<file path="config.mk">
export PLATFORM = sky130hd
export DESIGN_NAME = wb_port_arbiter_flat
export DESIGN_NICKNAME = d
export VERILOG_FILES = /design/src/rtl/wb_port_arbiter_if.sv /design/src/rtl/wb_port_arbiter.sv /design/src/flat_wrapper.sv
export SDC_FILE = /design/constraint.sdc
export NUM_CORES = 1
export LEC_CHECK = 0
export CORE_MARGIN = 4
export CORE_UTILIZATION = 42
export DETAILED_ROUTE_END_ITERATION = 8
export HOLD_SLACK_MARGIN = 0.1
export PLACE_DENSITY_LB_ADDON = 0.25
export SLEW_MARGIN = 5
export SYNTH_ARGS = -nofsm -noshare
export SYNTH_HDL_FRONTEND = slang
export SYNTH_SLANG_ARGS = --single-unit
</file>
<file path="constraint.sdc">
create_clock -name clock -period 3.1 [get_ports clock]
set_input_delay 0.93 -clock clock [delete_from_list [all_inputs] [get_ports clock]]
set_output_delay 0.93 -clock clock [all_outputs]
set_load 0.02 [all_outputs]
</file>
<file path="src/rtl/wb_port_arbiter_if.sv">
// Register-file write-port bus: write-back stage, secondary requester, ID-stage
// hazard query and the registered write-port outputs of wb_port_arbiter.
interface wb_port_arbiter_if #(
  parameter int DATA_W = 8,
  parameter int ADDR_W = 3
);
  logic                 wb_regWrite;
  logic                 wb_write_mux;
  logic [DATA_W-1:0]    wb_alu_data;
  logic [DATA_W-1:0]    wb_rs_data;
  logic [ADDR_W-1:0]    wb_rd;
  logic                 sec_valid;
  logic [ADDR_W-1:0]    sec_rd;
  logic [DATA_W-1:0]    sec_data;
  logic                 sec_ready;
  logic                 sec_issue;
  logic [ADDR_W-1:0]    sec_issue_rd;
  logic [ADDR_W-1:0]    id_rs;
  logic [ADDR_W-1:0]    id_rt;
  logic [ADDR_W-1:0]    id_rd;
  logic                 id_rd_we;
  logic                 hazard_stall;
  logic                 pipe_hold;
  logic                 rf_we;
  logic [ADDR_W-1:0]    rf_waddr;
  logic [DATA_W-1:0]    rf_wdata;
  logic [2**ADDR_W-1:0] pending_vec;
  logic [7:0]           perf_forced_cnt;

  modport slave (
    input  wb_regWrite, wb_write_mux, wb_alu_data, wb_rs_data, wb_rd,
    input  sec_valid, sec_rd, sec_data, sec_issue, sec_issue_rd,
    input  id_rs, id_rt, id_rd, id_rd_we,
    output sec_ready, hazard_stall, pipe_hold,
    output rf_we, rf_waddr, rf_wdata, pending_vec, perf_forced_cnt
  );

  modport master (
    output wb_regWrite, wb_write_mux, wb_alu_data, wb_rs_data, wb_rd,
    output sec_valid, sec_rd, sec_data, sec_issue, sec_issue_rd,
    output id_rs, id_rt, id_rd, id_rd_we,
    input  sec_ready, hazard_stall, pipe_hold,
    input  rf_we, rf_waddr, rf_wdata, pending_vec, perf_forced_cnt
  );
endinterface

</file>
<file path="src/rtl/wb_port_arbiter.sv">
// Shares the register-file write port between write-back and a secondary
// requester, with a pending scoreboard and bounded starvation. Optional
// forced-grant counter is built when WBARB_PERF_EN is defined.
module wb_port_arbiter #(
  parameter int DATA_W     = 8,
  parameter int ADDR_W     = 3,
  parameter int STARVE_MAX = 4
) (
  input  logic             clock,
  input  logic             reset,
  wb_port_arbiter_if.slave bus
);
  localparam int         NREG       = 2**ADDR_W;
  localparam logic [3:0] STARVE_LIM = 4'(STARVE_MAX);

  function automatic logic [DATA_W-1:0] wb_select(input logic sel,
                                                  input logic [DATA_W-1:0] rs,
                                                  input logic [DATA_W-1:0] alu);
    return sel ? rs : alu;
  endfunction

  logic [3:0]        starve_q, starve_d;
  logic              rf_we_q, rf_we_d;
  logic [ADDR_W-1:0] rf_waddr_q, rf_waddr_d;
  logic [DATA_W-1:0] rf_wdata_q, rf_wdata_d;
  logic [NREG-1:0]   pending_q, pending_d;
  logic              at_limit, forced, sec_win, pipe_win;

  always_comb begin
    at_limit = (starve_q == STARVE_LIM);
    forced   = bus.wb_regWrite & bus.sec_valid & at_limit;
    sec_win  = bus.sec_valid & (~bus.wb_regWrite | at_limit);
    pipe_win = bus.wb_regWrite & ~forced;
  end

  always_comb begin
    // Starvation only accumulates while the pipeline beats a waiting request.
    starve_d   = (pipe_win & bus.sec_valid) ? starve_q + 4'd1 : 4'd0;
    rf_we_d    = sec_win | pipe_win;
    rf_waddr_d = rf_waddr_q;
    rf_wdata_d = rf_wdata_q;
    if (sec_win) begin
      rf_waddr_d = bus.sec_rd;
      rf_wdata_d = bus.sec_data;
    end else if (pipe_win) begin
      rf_waddr_d = bus.wb_rd;
      rf_wdata_d = wb_select(bus.wb_write_mux, bus.wb_rs_data, bus.wb_alu_data);
    end
    // Clear before set so a same-register issue in the grant cycle stays pending.
    pending_d = pending_q;
    if (sec_win)
      pending_d[bus.sec_rd] = 1'b0;
    if (bus.sec_issue)
      pending_d[bus.sec_issue_rd] = 1'b1;
  end

  always_ff @(posedge clock or negedge reset) begin
    if (!reset) begin
      starve_q   <= '0;
      rf_we_q    <= 1'b0;
      rf_waddr_q <= '0;
      rf_wdata_q <= '0;
      pending_q  <= '0;
    end else begin
      starve_q   <= starve_d;
      rf_we_q    <= rf_we_d;
      rf_waddr_q <= rf_waddr_d;
      rf_wdata_q <= rf_wdata_d;
      pending_q  <= pending_d;
    end
  end

`ifdef WBARB_PERF_EN
  logic [7:0] perf_q, perf_d;

  always_comb begin
    perf_d = perf_q;
    if (forced && perf_q != 8'hFF)
      perf_d = perf_q + 8'd1;
  end

  always_ff @(posedge clock or negedge reset) begin
    if (!reset)
      perf_q <= '0;
    else
      perf_q <= perf_d;
  end

  assign bus.perf_forced_cnt = perf_q;
`else
  assign bus.perf_forced_cnt = 8'd0;
`endif

  assign bus.sec_ready    = sec_win;
  assign bus.pipe_hold    = forced;
  assign bus.hazard_stall = pending_q[bus.id_rs] | pending_q[bus.id_rt] |
                            (bus.id_rd_we & pending_q[bus.id_rd]);
  assign bus.rf_we        = rf_we_q;
  assign bus.rf_waddr     = rf_waddr_q;
  assign bus.rf_wdata     = rf_wdata_q;
  assign bus.pending_vec  = pending_q;
endmodule

</file>
<file path="src/flat_wrapper.sv">
// flat-port wrapper written by rule: the top's interface ports become plain ports
module wb_port_arbiter_flat 
#(
  parameter int DATA_W     = 8,
  parameter int ADDR_W     = 3,
  parameter int STARVE_MAX = 4
)
  (clock, reset, bus_wb_regWrite, bus_wb_write_mux, bus_wb_alu_data, bus_wb_rs_data, bus_wb_rd, bus_sec_valid, bus_sec_rd, bus_sec_data, bus_sec_issue, bus_sec_issue_rd, bus_id_rs, bus_id_rt, bus_id_rd, bus_id_rd_we, bus_sec_ready, bus_hazard_stall, bus_pipe_hold, bus_rf_we, bus_rf_waddr, bus_rf_wdata, bus_pending_vec, bus_perf_forced_cnt);
  wb_port_arbiter_if #(.DATA_W(DATA_W), .ADDR_W(ADDR_W)) bus_i ();
  input  logic clock;
  input  logic reset;
  input wire logic [$bits(bus_i.wb_regWrite)-1:0] bus_wb_regWrite;
  input wire logic [$bits(bus_i.wb_write_mux)-1:0] bus_wb_write_mux;
  input wire logic [$bits(bus_i.wb_alu_data)-1:0] bus_wb_alu_data;
  input wire logic [$bits(bus_i.wb_rs_data)-1:0] bus_wb_rs_data;
  input wire logic [$bits(bus_i.wb_rd)-1:0] bus_wb_rd;
  input wire logic [$bits(bus_i.sec_valid)-1:0] bus_sec_valid;
  input wire logic [$bits(bus_i.sec_rd)-1:0] bus_sec_rd;
  input wire logic [$bits(bus_i.sec_data)-1:0] bus_sec_data;
  input wire logic [$bits(bus_i.sec_issue)-1:0] bus_sec_issue;
  input wire logic [$bits(bus_i.sec_issue_rd)-1:0] bus_sec_issue_rd;
  input wire logic [$bits(bus_i.id_rs)-1:0] bus_id_rs;
  input wire logic [$bits(bus_i.id_rt)-1:0] bus_id_rt;
  input wire logic [$bits(bus_i.id_rd)-1:0] bus_id_rd;
  input wire logic [$bits(bus_i.id_rd_we)-1:0] bus_id_rd_we;
  output wire logic [$bits(bus_i.sec_ready)-1:0] bus_sec_ready;
  output wire logic [$bits(bus_i.hazard_stall)-1:0] bus_hazard_stall;
  output wire logic [$bits(bus_i.pipe_hold)-1:0] bus_pipe_hold;
  output wire logic [$bits(bus_i.rf_we)-1:0] bus_rf_we;
  output wire logic [$bits(bus_i.rf_waddr)-1:0] bus_rf_waddr;
  output wire logic [$bits(bus_i.rf_wdata)-1:0] bus_rf_wdata;
  output wire logic [$bits(bus_i.pending_vec)-1:0] bus_pending_vec;
  output wire logic [$bits(bus_i.perf_forced_cnt)-1:0] bus_perf_forced_cnt;
  assign bus_i.wb_regWrite = bus_wb_regWrite;
  assign bus_i.wb_write_mux = bus_wb_write_mux;
  assign bus_i.wb_alu_data = bus_wb_alu_data;
  assign bus_i.wb_rs_data = bus_wb_rs_data;
  assign bus_i.wb_rd = bus_wb_rd;
  assign bus_i.sec_valid = bus_sec_valid;
  assign bus_i.sec_rd = bus_sec_rd;
  assign bus_i.sec_data = bus_sec_data;
  assign bus_i.sec_issue = bus_sec_issue;
  assign bus_i.sec_issue_rd = bus_sec_issue_rd;
  assign bus_i.id_rs = bus_id_rs;
  assign bus_i.id_rt = bus_id_rt;
  assign bus_i.id_rd = bus_id_rd;
  assign bus_i.id_rd_we = bus_id_rd_we;
  assign bus_sec_ready = bus_i.sec_ready;
  assign bus_hazard_stall = bus_i.hazard_stall;
  assign bus_pipe_hold = bus_i.pipe_hold;
  assign bus_rf_we = bus_i.rf_we;
  assign bus_rf_waddr = bus_i.rf_waddr;
  assign bus_rf_wdata = bus_i.rf_wdata;
  assign bus_pending_vec = bus_i.pending_vec;
  assign bus_perf_forced_cnt = bus_i.perf_forced_cnt;
  wb_port_arbiter #(.DATA_W(DATA_W), .ADDR_W(ADDR_W), .STARVE_MAX(STARVE_MAX)) u_core (.clock(clock), .reset(reset), .bus(bus_i));
endmodule
</file>
Word level (Yosys, flattened, before mapping) --
Cells that the tools add are included.
Storage, ports and cells: bits in registers 24, word-level logic and storage cells 50
Cells by class: add/sub/neg operators 1, magnitude comparators 7, equality and inequality tests 1, mux-type cells 18, bitwise gates (word level) 15, reductions and logical operators 3
Operator list (count):
- $mux W8 | 5
- $lt A3 B4 Y1 const B | 5
- $bmux W1 S3 | 3
- $and A8 B8 Y8 | 1
- $not A8 Y8 | 1
- $or A8 B8 Y8 | 1
- $and A1 B1 Y1 | 6
- $demux W1 S3 | 2
- $ge A3 B1 Y1 const B | 2
- $mux W3 | 2
- $mux W1 | 5
- $add A4 B1 Y4 const B | 1
- $eq A4 B3 Y1 const B | 1
- $mux W4 | 1
- $or A1 B1 Y1 | 4
- $logic_and A1 B1 Y1 | 2
- $not A1 Y1 | 2
- $reduce_bool A2 Y1 | 1

Longest topological paths before layout --
Gate-level depths: netlist of run 1.
depth in word-level cells 9, depth in mapped cells 7

Worst setup path after synthesis of run 1 --
OpenSTA, ideal clock, no wires.
kind input-to-output, from input port bus_id_rd[1], to output port bus_hazard_stall, data arrival time 1.742 ns, path slack 0.428 ns, cell stages on the path 3, buffers on the path 0, cells stage by stage mux4_2 o22ai_1 o211ai_1
Between the ends: cells in the longest elaborated chain, start to end 4
Ends and longest elaborated chain:
- start: declaration | RTL line flat_wrapper.sv:24 | input wire logic [$bits(bus_i.id_rd)-1:0] bus_id_rd;
- $bmux W1 S3 | RTL line wb_port_arbiter.sv:97 | (bus.id_rd_we & pending_q[bus.id_rd]);
- $mux W1 (implied by the code) | RTL line wb_port_arbiter.sv:97
- $and A1 B1 Y1 | RTL line wb_port_arbiter.sv:97
- $or A1 B1 Y1 | RTL line wb_port_arbiter.sv:96 | assign bus.hazard_stall = pending_q[bus.id_rs] | pending_q[bus.id_rt] |
- end: declaration | RTL line flat_wrapper.sv:27 | output wire logic [$bits(bus_i.hazard_stall)-1:0] bus_hazard_stall;
Every way passes these cells. The select of a mux whose other input is x is not followed.

Final worst setup path of run 1 --
from input port bus_id_rt[0], to output port bus_hazard_stall
Between the ends: cells in the longest elaborated chain, start to end 4
Ends and longest elaborated chain:
- start: declaration | RTL line flat_wrapper.sv:23 | input wire logic [$bits(bus_i.id_rt)-1:0] bus_id_rt;
- $bmux W1 S3 | RTL line wb_port_arbiter.sv:96
- $mux W1 (implied by the code) | RTL line wb_port_arbiter.sv:96
- $or A1 B1 Y1 (2 in a row) | RTL line wb_port_arbiter.sv:96
Every way passes these cells. The select of a mux whose other input is x is not followed.

==> results of run 1 <==
-- cells in the final DEF (no fill, tap or decap), drive strengths merged, types with 2 or more instances in the layout --
cell type,netlist,final
clkdlybuf4s50,0,62
dfrtp,24,24
inv,23,23
nand2,11,11
mux2i,11,11
buf,10,11
o221ai,8,8
conb,1,8
nor2,7,7
o211ai,6,6
o21ai,6,6
mux4,5,5
clkbuf,3,5
nor3,3,3
dlymetal6s2s,0,3
nand3b,2,2
nand3,2,2
nand2b,2,2
nand4,2,2
a32o,2,2
a21oi,2,2
a221o,2,2
ha,2,2
clkdlybuf4s15,0,2
dlygate4sd2,0,2
mux2,2,2
-- per-layer routing --
layer,vias to the layer above,track usage
met1,671,0.219
met4,0,0.0496
met2,46,0.367
met5,-,0
li1,691,-
met3,7,0.0328
-- logic make-up (layout without fill, tap and decap cells) --
group,Yosys count,after routing,share of synthesized area
AO/OA/AOI/OAI,33,33,0.177
XOR/XNOR,2,2,0.0116
adder cells (fa/ha/maj),2,2,0.0166
buffers and inverters,36,108,0.116
flip-flops,24,24,0.397
multiplexers,18,18,0.162
other,1,8,0.00248
AND/OR/NAND/NOR,35,35,0.117
-- cell type report --
class	instances	area (sq um)
multi-input combinational	98	786
timing repair buffer	81	783
tap	46	57.6
inverter	23	86.3
clock buffer	4	36.3
sequential	24	601
fill	280	1070
-- critical path: stages --
cell           delay, ns
dlygate4sd2_1       0.26
mux4_2              0.50
mux2i_1             0.15
o211ai_1            0.10
buf_4               0.17
-- what timing repair did --
item / in CTS / in global routing
hold endpoints to repair: 0 / 0
resized for setup: 10 / 11
setup endpoints to repair: 3 / 2
setup buffers: 0 / 0
-- metrics by stage --
stage | TNS, ns | total power, mW | cells
floorplan | 0 | 0.504 | 158
global placement | -0.885 | 0.654 | 272
detailed placement | -1.00 | 0.663 | 272
CTS | -0.0993 | 0.827 | 276
global route | 0 | 0.870 | 276
finish | 0 | 0.823 | 276
-- state kept, by name, summed over array words and instances, names as in the netlist --
register,count
u_core.bus.pending_vec,8
u_core.bus.rf_waddr,3
u_core.bus.rf_wdata,8
u_core.bus.rf_we,1
u_core.starve_q,4
-- path summary, 6_finish.rpt --
check,start,endpoint,slack [ns],cells past startpoint
hold reg to reg,u_core.starve_q[0],u_core.starve_q[0],0.50,1
min in group asynchronous,reset,u_core.bus.rf_wdata[4],0.96,2
max in group asynchronous,reset,u_core.bus.rf_wdata[2],1.91,2
setup reg to reg,u_core.starve_q[0],u_core.bus.rf_wdata[3],1.30,5
hold / removal,u_core.starve_q[0],u_core.starve_q[0],0.50,1
setup / recovery,bus_id_rt[0],bus_hazard_stall,0.05,5
-- power by group --
group / total (mW) / internal, mW / switching, mW
Sequential: 0.369 / 0.341 / 0.0276
Clock: 0.163 / 0.0718 / 0.0913
Combinational: 0.291 / 0.161 / 0.130
==> metrics.md, run 1 <==
| Metric | Value |
|---|---|
| Via count | 1415 |
| VDD IR max | 0.168 mV |
| Met2 wire length | 2370 um |
| Via/cell ratio | about 5.1 |
| DIE WIDTH | 68.0 um |
| Hold-fix buffers, CTS | 0 |
| DR iter-0 viols | 62 |
| Power Density | 350 nW/um^2 |
| Worst Path Arrival | approximately 2.1 ns |
| DRT antenna net count | 0 |
| Nets | ~280 |
| Synth cell types | between 40 and 50 |
| Number of flops mapped to enable cells by yosys | 0 |
| DR DRC count | 0 |
| Initial antenna violation count | 0 |
| CP Class | input port to primary output |
| Hold Crit Class | flip-flop to flip-flop |
| WHS | about 0.5 ns |
| GRT Overall Usage | 0.193 |
| Fin crit period | 3.05 ns |
| Cell Area, Synth | 1510 sq um |
| Post-layout worst setup margin | 0.0516 ns |
| Placed cell area | approximately 2300 sq um |
| Ports | 80 |
| Vias in the first global route | 1436 |
| Max Used Layer | met4 |
| Row count | 21 |
| Clock latency on the worst-skew pair | 0.31 ns |
| Gate Count Post-Synth | 151 |
| Max Clock Freq | roughly 0.33 GHz |
| Worst setup SP type | input port |
| CP max FO | 2 |
| Most frequent cell after synthesis | dfrtp_1 |
| Maximum clock path buffer count | 2 |
| Synth async-reset ratio | 1.00 |
| DP Wirelength | 3520 um |
| Final setup fails | 0 |
| Measured slew at the worst slew-check pin | approximately 0.57 ns |
| Clock Pin Slew Worst Setup and Hold Paths | 0.13 ns |
| MaxCap Viol Count | 0 |
| Sink Count | 24 |
| Period Utilization, post-route | 0.983 |
| Pre-CTS WS | -0.642 ns |
| Wire per inst | ~16 um |
| Avg Inst Size Synth | 10.0 sq um |
| Design area | between 2000 and 2500 sq um |
| Fin util | 0.688 |
| I/O Buffers | ~70 |
| Layout cells sized above 1 | 0.117 |
| Global-route wire length before repair | 6600 um |
| # H-tree levels | 1 |
| Register area share after synthesis | 0.397 |
| Starting density of the core | 0.442 |
| Kind of end point of the critical path | primary output |
| TritonCTS clock tree | built |
| Top_reg_cell synth | dfrtp_1 |
| Leak Pwr | 1.07 nW |
| Met3 WL | 255 um |
| GP Congestion | 0.780 |
| Die Y | 68.0 um |
| Placeable Area | 3420 sq um |
| CP required | 2.17 ns |
| Clock Skew | between 0.0015 and 0.002 ns |
| Total routed wirelength | 4300 um |
| RSZ-0062 raised after global routing | false |
| GR Overflow Total | 0 |
| M1 wire length | about 1600 um |
| Area Overhead vs Synth | 55.5% |
| Share of the synthesized area in the top cell type | 0.397 |
| Synth area leaders | dfrtp_1, mux4_2, mux2i_1, inv_1, o221ai_1 |
| Drt pass-1 iters | 4 |
| Clock root cell | clkbuf_4 |
| Yosys top cell by area | dfrtp_1 |
| Max-slew violation count | 0 |
| Die ar. | 4620 sq um |
| Status | finished, final reports clean |
| Synthesized flop and latch total | 24 |
| Num CTS Buffers | 3 |
| Largest net degree at the start of global routing | 25 |
| Max transition margin | 0.621 |
| Synth top cells by count | dfrtp_1, inv_1, mux2i_1, nand2_1 |
| Synth warn | 0 |
| Antenna diodes | 0 |
| Final hold viol count | 0 |
No activity file was read; power rests on OpenSTA's default activity.
==> run 2: changes to the inputs <==
--- a/config.mk
+++ b/config.mk
@@ -6,7 +6,7 @@
 export NUM_CORES = 1
 export LEC_CHECK = 0
 export CORE_MARGIN = 4
-export CORE_UTILIZATION = 42
+export CORE_UTILIZATION = 39
 export DETAILED_ROUTE_END_ITERATION = 8
 export HOLD_SLACK_MARGIN = 0.1
 export PLACE_DENSITY_LB_ADDON = 0.25
==> constraint.sdc (replaced) <==
create_clock -name clock -period 3 [get_ports clock]
set_input_delay 0.9 -clock clock [delete_from_list [all_inputs] [get_ports clock]]
set_output_delay 0.9 -clock clock [all_outputs]
set_load 0.02 [all_outputs]
==> metrics.md, run 2 (same netlist as run 1, synthesis figures left out) <==
| Metric | Value |
|---|---|
| Status | finished, final reports clean |
| DR DRC count | 0 |
| Vias in the first global route | 1400 |
| DP Wirelength | 3310 um |
| Die ar. | 4940 sq um |
| TritonCTS clock tree | built |
| GP Congestion | 0.884 |
| Total routed wirelength | roughly 4000 um |
| Antenna diodes | 0 |
| Clock latency on the worst-skew pair | between 0.2 and 0.3 ns |
| Max transition margin | 0.583 |
| Most common cell after layout, fill and taps aside | clkdlybuf4s50_1 |
| GR Overflow Total | 0 |
| Placeable Area | ~3700 sq um |
| CP required | between 2 and 2.5 ns |
| Hold Crit Class | flip-flop to flip-flop |
| Max-slew violation count | 0 |
| Layout cells sized above 1 | 0.126 |
| Leak Pwr | between 1 and 1.5 nW |
| Starting density of the core | 0.407 |
| Maximum clock path buffer count | 2 |
| Global-route wire length before repair | a little under 7000 um |
| Clock Skew | 0.00228 ns |
| Largest net degree at the start of global routing | 25 |
| Wire per inst | approximately 15 um |
| CP max FO | 4 |
| CP Class | input port to primary output |
| MaxCap Viol Count | 0 |
| Row count | 22 |
| DRT antenna net count | 0 |
| Ports | 80 |
| Design area | 2320 sq um |
| WHS | 0.487 ns |
| Postcts setup bufs | 0 |
| Die Y | 70.3 um |
| VDD IR max | 0.333 mV |
| Area Overhead vs Synth | 53.6% |
| Via/cell ratio | 5.16 |
| Hold-fix buffers, CTS | 0 |
| Kind of end point of the critical path | primary output |
| Power Density | 370 nW/um^2 |
| Fill count | 332 |
| Measured slew at the worst slew-check pin | between 0.6 and 0.7 ns |
| Initial antenna violation count | 0 |
| Via count | 1434 |
| Period Utilization, post-route | 0.968 |
| Sink Count | 24 |
| Num CTS Buffers | 3 |
| Fin crit period | 2.91 ns |
| DR iter-0 viols | 78 |
| I/O Buffers | 71 |
| Worst Path Arrival | 2.01 ns |
| Nets | 283 |
| RSZ-0062 raised after global routing | false |
| Worst setup SP type | input port |
| DIE WIDTH | 70.3 um |
| GRT Overall Usage | 0.170 |
| Placed cell area | 2300 sq um |
| Clock Pin Slew Worst Setup and Hold Paths | roughly 0.080 ns |
| Total Power | 859 uW |
| Drt pass-1 iters | 4 |
| Final setup fails | 0 |
| Final hold viol count | 0 |
| Most frequent cells in the layout | clkdlybuf4s50_1, dfrtp_1, inv_1 |
| Max Clock Freq | about 0.34 GHz |
| Post-Route Setup TNS | 0 ns |
| Clock root cell | clkbuf_8 |
| # H-tree levels | 1 |
-- run 2: changes by cell type in the layout (fill, tap and decap cells not counted), sizes merged --
cell and change:
buf +1, clkdlybuf4s15 -2, dlymetal6s2s -1, clkbuf +2
-- run 2: worst max-delay path, stage by stage --
cell	delay, ns
clkdlybuf4s50_1	0.50
inv_2	0.08
o21ai_4	0.16
inv_2	0.05
dlygate4sd2_1	0.31
-- run 2: power by group --
part | switching, mW | total, mW | internal [mW]
combinational | 0.128 | 0.291 | 0.162
sequential | 0.0274 | 0.380 | 0.353
clock | 0.0982 | 0.188 | 0.0898
-- run 2: layer usage --
metal,up-vias,track usage,part of all wire
li1,690,-,-
met1,683,0.228,0.44
met2,59,0.274,0.48
met3,2,0.0518,0.074
met4,0,0.0277,0.0047
met5,-,0,0
-- run 2: timing repair --
action | 4_1_cts | 5_1_grt
setup endpoints to repair | 3 | 3
gates resized for setup | 10 | 12
gates cloned | 0 | 0
-- run 2: through the flow --
stage	worst slack, ns	utilization	instances
finish	0.0949	0.625	278
global route	0.0277	0.625	278
CTS	-0.0174	0.627	278
detailed placement	-0.643	0.620	275
global placement	-0.625	0.620	275
floorplan	0.388	-	158
-- run 2: area by class of cell --
type	count	area, sq um	area share
timing repair buffer	82	771	0.332
multi-input combinational	98	762	0.328
sequential	24	601	0.259
inverter	23	86.3	0.0372
tap	48	60.1	0.0259
clock buffer	3	41.3	0.0178
-- run 2: path summary, 6_finish.rpt --
path | start | endpoint | slack (ns) | cells past startpoint
max in group asynchronous | reset | u_core.bus.pending_vec[7] | 1.77 | 2
min | u_core.bus.rf_wdata[3] | u_core.bus.rf_wdata[3] | 0.49 | 2
max | bus_wb_regWrite | bus_sec_ready | 0.09 | 5
min in group asynchronous | reset | u_core.bus.rf_wdata[7] | 0.99 | 2
max reg2reg | u_core.starve_q[0] | u_core.bus.rf_wdata[4] | 1.22 | 5
min reg2reg | u_core.bus.rf_wdata[3] | u_core.bus.rf_wdata[3] | 0.49 | 2
==> run 3: changes to the inputs <==
--- a/config.mk
+++ b/config.mk
@@ -5,12 +5,13 @@
 export SDC_FILE = /design/constraint.sdc
 export NUM_CORES = 1
 export LEC_CHECK = 0
+export ABC_AREA = 1
 export CORE_MARGIN = 4
-export CORE_UTILIZATION = 39
+export CORE_UTILIZATION = 62
 export DETAILED_ROUTE_END_ITERATION = 8
+export DONT_BUFFER_PORTS = 1
 export HOLD_SLACK_MARGIN = 0.1
 export PLACE_DENSITY_LB_ADDON = 0.25
-export SLEW_MARGIN = 5
 export SYNTH_ARGS = -nofsm -noshare
 export SYNTH_HDL_FRONTEND = slang
 export SYNTH_SLANG_ARGS = --single-unit
==> metrics.md, run 3 <==
| Metric | Value |
|---|---|
| Status | finished, final reports clean |
| Gate Count Post-Synth | 223 |
| Power Density | about 500 nW/um^2 |
| Synth cell types | 23 |
| Switch share | 0.372 |
| Area Overhead vs Synth | -0.393% |
| Num CTS Buffers | 3 |
| Ports | 80 |
| Hold Crit Class | input port to async pin |
| Nets | 273 |
| Fin crit period | 2.54 ns |
| Switching Power | 293 uW |
| Final hold viol count | 0 |
| Placed cell area | 1550 sq um |
| DIE WIDTH | ~59 um |
| RSZ-0062 raised after global routing | false |
| Final non-filler cell total | 251 |
| Design area | 1590 sq um |
| Int Pwr | 495 uW |
| GR Overflow Total | 0 |
| Clock Pin Slew Worst Setup and Hold Paths | 0.13 ns |
| Maximum clock path buffer count | 2 |
| Synth area leaders | dfrtp_1, nand2_1, nand3_1, inv_1, o21ai_0 |
| Leak Pwr | roughly 0.8 nW |
| CP Class | flip-flop to primary output |
| Synth top cells by count | nand2_1, nand3_1, inv_1, dfrtp_1, o21ai_0 |
| Yosys top cell by area | dfrtp_1 |
| DP Wirelength | 3010 um |
| CP required | approximately 2.1 ns |
| Top_reg_cell synth | dfrtp_1 |
| Total routed wirelength | 3850 um |
| GRT Overall Usage | 0.235 |
| Wire per inst | 15.4 um |
| Synth async-reset ratio | 1.00 |
| Period Utilization, post-route | 0.846 |
| Most common cell after layout, fill and taps aside | nand2_1 |
| Flop pwr share | 0.597 |
| Worst setup SP type | flip-flop |
| Synthesized flop and latch total | 24 |
| Avg Inst Size Synth | 7.14 sq um |
| Placeable Area | 2450 sq um |
| Post-Route Setup TNS | 0 ns |
| DRT antenna net count | 0 |
| Share of the synthesized area in the top cell type | 0.377 |
| Max Clock Freq | 0.394 GHz |
| DR DRC count | 0 |
| Max-slew violation count | 0 |
| Via/cell ratio | 5.79 |
| Final setup fails | 0 |
| GP Congestion | 0.770 |
| Initial antenna violation count | 0 |
| Dpl cells | 247 |
| Cell Area, Synth | approximately 1600 sq um |
| DR iter-0 viols | 99 |
| Most frequent cells in the layout | nand2_1, nand3_1, inv_1 |
| Synth warn | 0 |
| Largest net degree at the start of global routing | 25 |
| Clock group share of total power | 0.215 |
| VDD IR max | between 0.3 and 0.4 mV |
| Via count | 1453 |
| Clock root cell | clkbuf_4 |
| Die Y | about 60 um |
| Sink Count | 24 |
| Combinational share of power | 0.188 |
| Number of flops mapped to enable cells by yosys | 0 |
| Antenna diodes | 0 |
| Resized Gates After CTS | 0 |
| Vias in the first global route | 1534 |
| Global-route wire length before repair | 6290 um |
| Drt pass-1 iters | 4 |
| Clock latency on the worst-skew pair | 0.31 ns |
| Die ar. | 3440 sq um |
| # H-tree levels | 1 |
| Worst Path Arrival | 1.64 ns |
| Layout cells sized above 1 | 0.0769 |
| Postcts setup bufs | 0 |
| MaxCap Viol Count | 0 |
| Register area share after synthesis | 0.377 |
| Starting density of the core | 0.648 |
| Most frequent cell after synthesis | nand2_1 |
| Hold-fix buffers, CTS | 0 |
| TritonCTS clock tree | built |
| I/O Buffers | 0 |
| Kind of end point of the critical path | primary output |
| CP max FO | 22 |
| Row count | 18 |
| Clock Skew | 0.00761 ns |
==> run 3: cell count changes in the layout (fill, tap and decap cells not counted), moves of 4 or more <==
cell	delta
o221ai_1	-8
clkdlybuf4s50_1	-62
nand2_1	+53
mux2i_1	-11
a21oi_1	+7
o21ai_0	+11
inv_1	+9
buf_4	-10
nand3_1	+35
clkbuf_2	-4
mux4_2	-5
o21ai_2	+7
==> run 3: final cells by class <==
type	count	area (sq um)
sequential	24	601
tap	30	37.5
fill	242	870
timing repair buffer	1	7.51
inverter	31	116
multi-input combinational	161	787
clock buffer	4	36.3
==> run 3: cell families (layout without fill, tap and decap cells) <==
kind of cell,count (synthesis),in the layout,share of synthesized area
other,1,8,0.00236
adder cells (fa/ha/maj),2,2,0.0157
AND/OR/NAND/NOR,114,114,0.313
XOR/XNOR,2,2,0.0110
flip-flops,24,24,0.377
buffers and inverters,45,36,0.145
AO/OA/AOI/OAI,35,35,0.136
==> run 3: critical path, cell delays in order (launching register included) <==
cell and delay [ns]:
dfrtp_1 0.45, inv_1 0.07, ha_1 0.15, nand3_2 0.11
nand2_2 0.09, nand2_4 0.17, inv_2 0.28
==> run 3: per-layer routing <==
layer  global-route usage  vias up  wire (um)
li1                     -      696          -
met4               0.0906        0         46
met5                    0        -          0
met2                0.408       67       1940
met1                0.286      684       1560
met3               0.0461        6        311
==> run 3: power by group through the flow <==
| stage | logic [mW] | clock network (mW) | registers [mW] |
|---|---|---|---|
| after global routing | 0.172 | 0.185 | 0.476 |
| after detailed placement | 0.147 | 0 | 0.476 |
| after floorplan | 0.140 | 0 | 0.455 |
| final | 0.148 | 0.169 | 0.470 |
| after global placement | 0.137 | 0 | 0.475 |
| after CTS | 0.148 | 0.171 | 0.470 |
==> run 3: metrics by stage <==
stage | worst slack [ns] | total power [mW] | hold WS (ns) | util
CTS | 0.449 | 0.788 | 0.253 | 0.646
finish | 0.461 | 0.788 | 0.256 | 0.646
detailed placement | 0.604 | 0.623 | 0.511 | 0.631
global placement | 0.659 | 0.612 | 0.476 | 0.631
floorplan | 0.699 | 0.595 | 0.453 | -
global route | 0.318 | 0.833 | 0.238 | 0.646
==> run 3: worst paths after layout <==
kind | startpoint | to | slack (ns) | cells after the start
worst max-delay path | u_core.starve_q[0] | bus_sec_ready | 0.46 | 6
worst min-delay path | reset | u_core.bus.rf_wdata[4] | 0.26 | 0
worst max register to register | u_core.starve_q[0] | u_core.bus.rf_waddr[0] | 1.36 | 9
worst min register to register | u_core.starve_q[0] | u_core.starve_q[0] | 0.54 | 1
max in group asynchronous | reset | u_core.bus.pending_vec[5] | 2.66 | 0
min in group clock | u_core.starve_q[0] | u_core.starve_q[0] | 0.54 | 1
==> variant, RTL diff (config.mk and constraints of run 3) <==
`ADDR_W` is set to 3 in 3 places; all go to 4.
--- a/src/rtl/wb_port_arbiter_if.sv
+++ b/src/rtl/wb_port_arbiter_if.sv
@@ -3,5 +3,5 @@
 interface wb_port_arbiter_if #(
   parameter int DATA_W = 8,
-  parameter int ADDR_W = 3
+  parameter int ADDR_W = 4
 );
   logic                 wb_regWrite;
--- a/src/rtl/wb_port_arbiter.sv
+++ b/src/rtl/wb_port_arbiter.sv
@@ -4,5 +4,5 @@
 module wb_port_arbiter #(
   parameter int DATA_W     = 8,
-  parameter int ADDR_W     = 3,
+  parameter int ADDR_W     = 4,
   parameter int STARVE_MAX = 4
 ) (
--- a/src/flat_wrapper.sv
+++ b/src/flat_wrapper.sv
@@ -3,5 +3,5 @@
 #(
   parameter int DATA_W     = 8,
-  parameter int ADDR_W     = 3,
+  parameter int ADDR_W     = 4,
   parameter int STARVE_MAX = 4
 )
Ports: changed (8 resized); port bits go from 80 to 95. No check against the original RTL was run, so the function may have changed too.
==> variant against run 3 <==
- design area is 41% higher
- critical path depth rose by 2
- routed wire length increased by 47%
- worst setup slack worse by 34 ps
- global-route usage rose by 3.9 points
- die area up 32%
- via count rose by 43%
- sequential cell count grew 9
- power grew 54%
- clock power grew 59%
- area after synthesis rose by 37%
- combinational power grew 83%
- largest cell class unchanged
- largest power group unchanged
==> variant: results (changes against run 3) <==
Status -> finished, final reports clean (unchanged)
Worst-Skew Late Latency -> 330 ps (was 310 ps)
Clock slew at reported path FFs -> 110 ps (was 130 ps)
Arrival @ worst endpoint -> 1670 ps (was 1640 ps)
Setup bufs post-CTS -> 0 (unchanged)
Synth area leaders -> dfrtp_1, nand2_1, nand3_1 (unchanged)
Seq/Total Area, Yosys -> 0.378 (was 0.377)
CP peak stage delay -> 150 ps (was 450 ps)
Skew final -> 19.0 ps (was 7.61 ps)
Vias/cell -> 5.81 (was 5.79)
Post-Layout Cell Count -> 358 (was 251)
Placed cell count -> 350 (was 247)
Vias in the first global route -> 2078 (was 1534)
CP max stage cell -> inv_1 (was dfrtp_1)
GRT Overall Usage -> 0.274 (was 0.235)
DR WL/cell -> 15.8 um (was 15.4 um)
GP Congestion -> 0.884 (was 0.770)
First-pass GRT wire length -> 9270 um (was 6290 um)
Synth cell count leaders -> nand2_1, nand3_1, inv_1 (unchanged)
H-tree Lvls -> 2 (was 1)
Reg2Reg Setup Slack -> 1230 ps (was 1360 ps)
Post-synthesis cell type count -> 24 (was 23)
Layout cells sized above 1 -> 0.0449 (was 0.0769)
Nets -> 368 (was 273)
Largest net degree at the start of global routing -> 34 (was 25)
Cells after Synth -> 311 (was 223)
TritonRoute pass-1 iters -> 5 (was 4)
Worst Path Max Fanout -> 10 (was 22)
Num CTS Buffers -> 5 (was 3)
Crit path from -> bus_id_rt[0] (was u_core.starve_q[0])
Synth Warn # -> 0 (unchanged)
Pleak -> 1.11 nW (was 0.813 nW)
First DRT Iteration DRCs -> 220 (was 99)
Max VDD drop -> 0.461 mV (was 0.317 mV)
DP HPWL -> 4480 um (was 3010 um)
Top cell family by delay on the critical path -> simple AND/OR/NAND/NOR gates (was flip-flops)
-- variant: cell count changes in the layout (fill, tap and decap cells not counted), sizes merged, moves of 7 or more --
cell	delta
nand2	+24
nand3	+18
inv	+16
o21ai	+13
dfrtp	+9
a21oi	-7
-- variant: path summary, 6_finish.rpt --
path	cells past startpoint	end
worst max-delay path	8	bus_hazard_stall
worst min-delay path	0	u_core.starve_q[3]
worst max register to register	7	u_core.bus.pending_vec[6]
worst min register to register	1	u_core.starve_q[0]
max in group asynchronous	0	u_core.bus.pending_vec[5]
min in group clock	1	u_core.starve_q[0]
-- variant: cell families (layout without fill, tap and decap cells) --
logic type	count (synthesis)	after routing	synth area share
AOI/OAI and AO/OA	52	52	0.144
DFF	33	33	0.378
xor gates and xnor gates	2	2	0.00802
and+or+nand+nor	156	156	0.313
muxes	3	3	0.0138
adders and majority gates	2	2	0.0115
buffers and inverters	62	56	0.129
other	1	8	0.00172
-- variant: through the flow --
stage               area (um2)  setup WS, ps  hold WS (ps)
CTS                       2230           448           236
floorplan                 2210           372           453
global placement          2170           474           474
detailed placement        2170           451           491
finish                    2230           427           240
global route              2230           244           204
-- variant: final cells by class --
type                            count  area (um2)
Clock buffer                        6        51.3
Clock inverter                      2        13.8
Fill cell                         306        1130
Inverter                           47         176
Multi-Input combinational cell    223        1100
Sequential cell                    33         826
Tap cell                           46        57.6
Timing Repair Buffer                1        7.51
-- variant: power by group --
part,switching (W),total [W],internal (W)
Combinational,0.000179,0.000271,0.0000913
Sequential,0.000164,0.000678,0.000514
Clock,0.000154,0.000269,0.000114
Total,0.000498,0.00122,0.000720
-- variant: metal layers --
layer  global-route usage  share of wire  vias to the layer above
met3               0.0948           0.10                       17
li1                     -              -                     1001
met5                    0              0                        -
met1                0.348           0.39                      957
met2                0.432           0.48                      104
met4               0.0962          0.022                        0
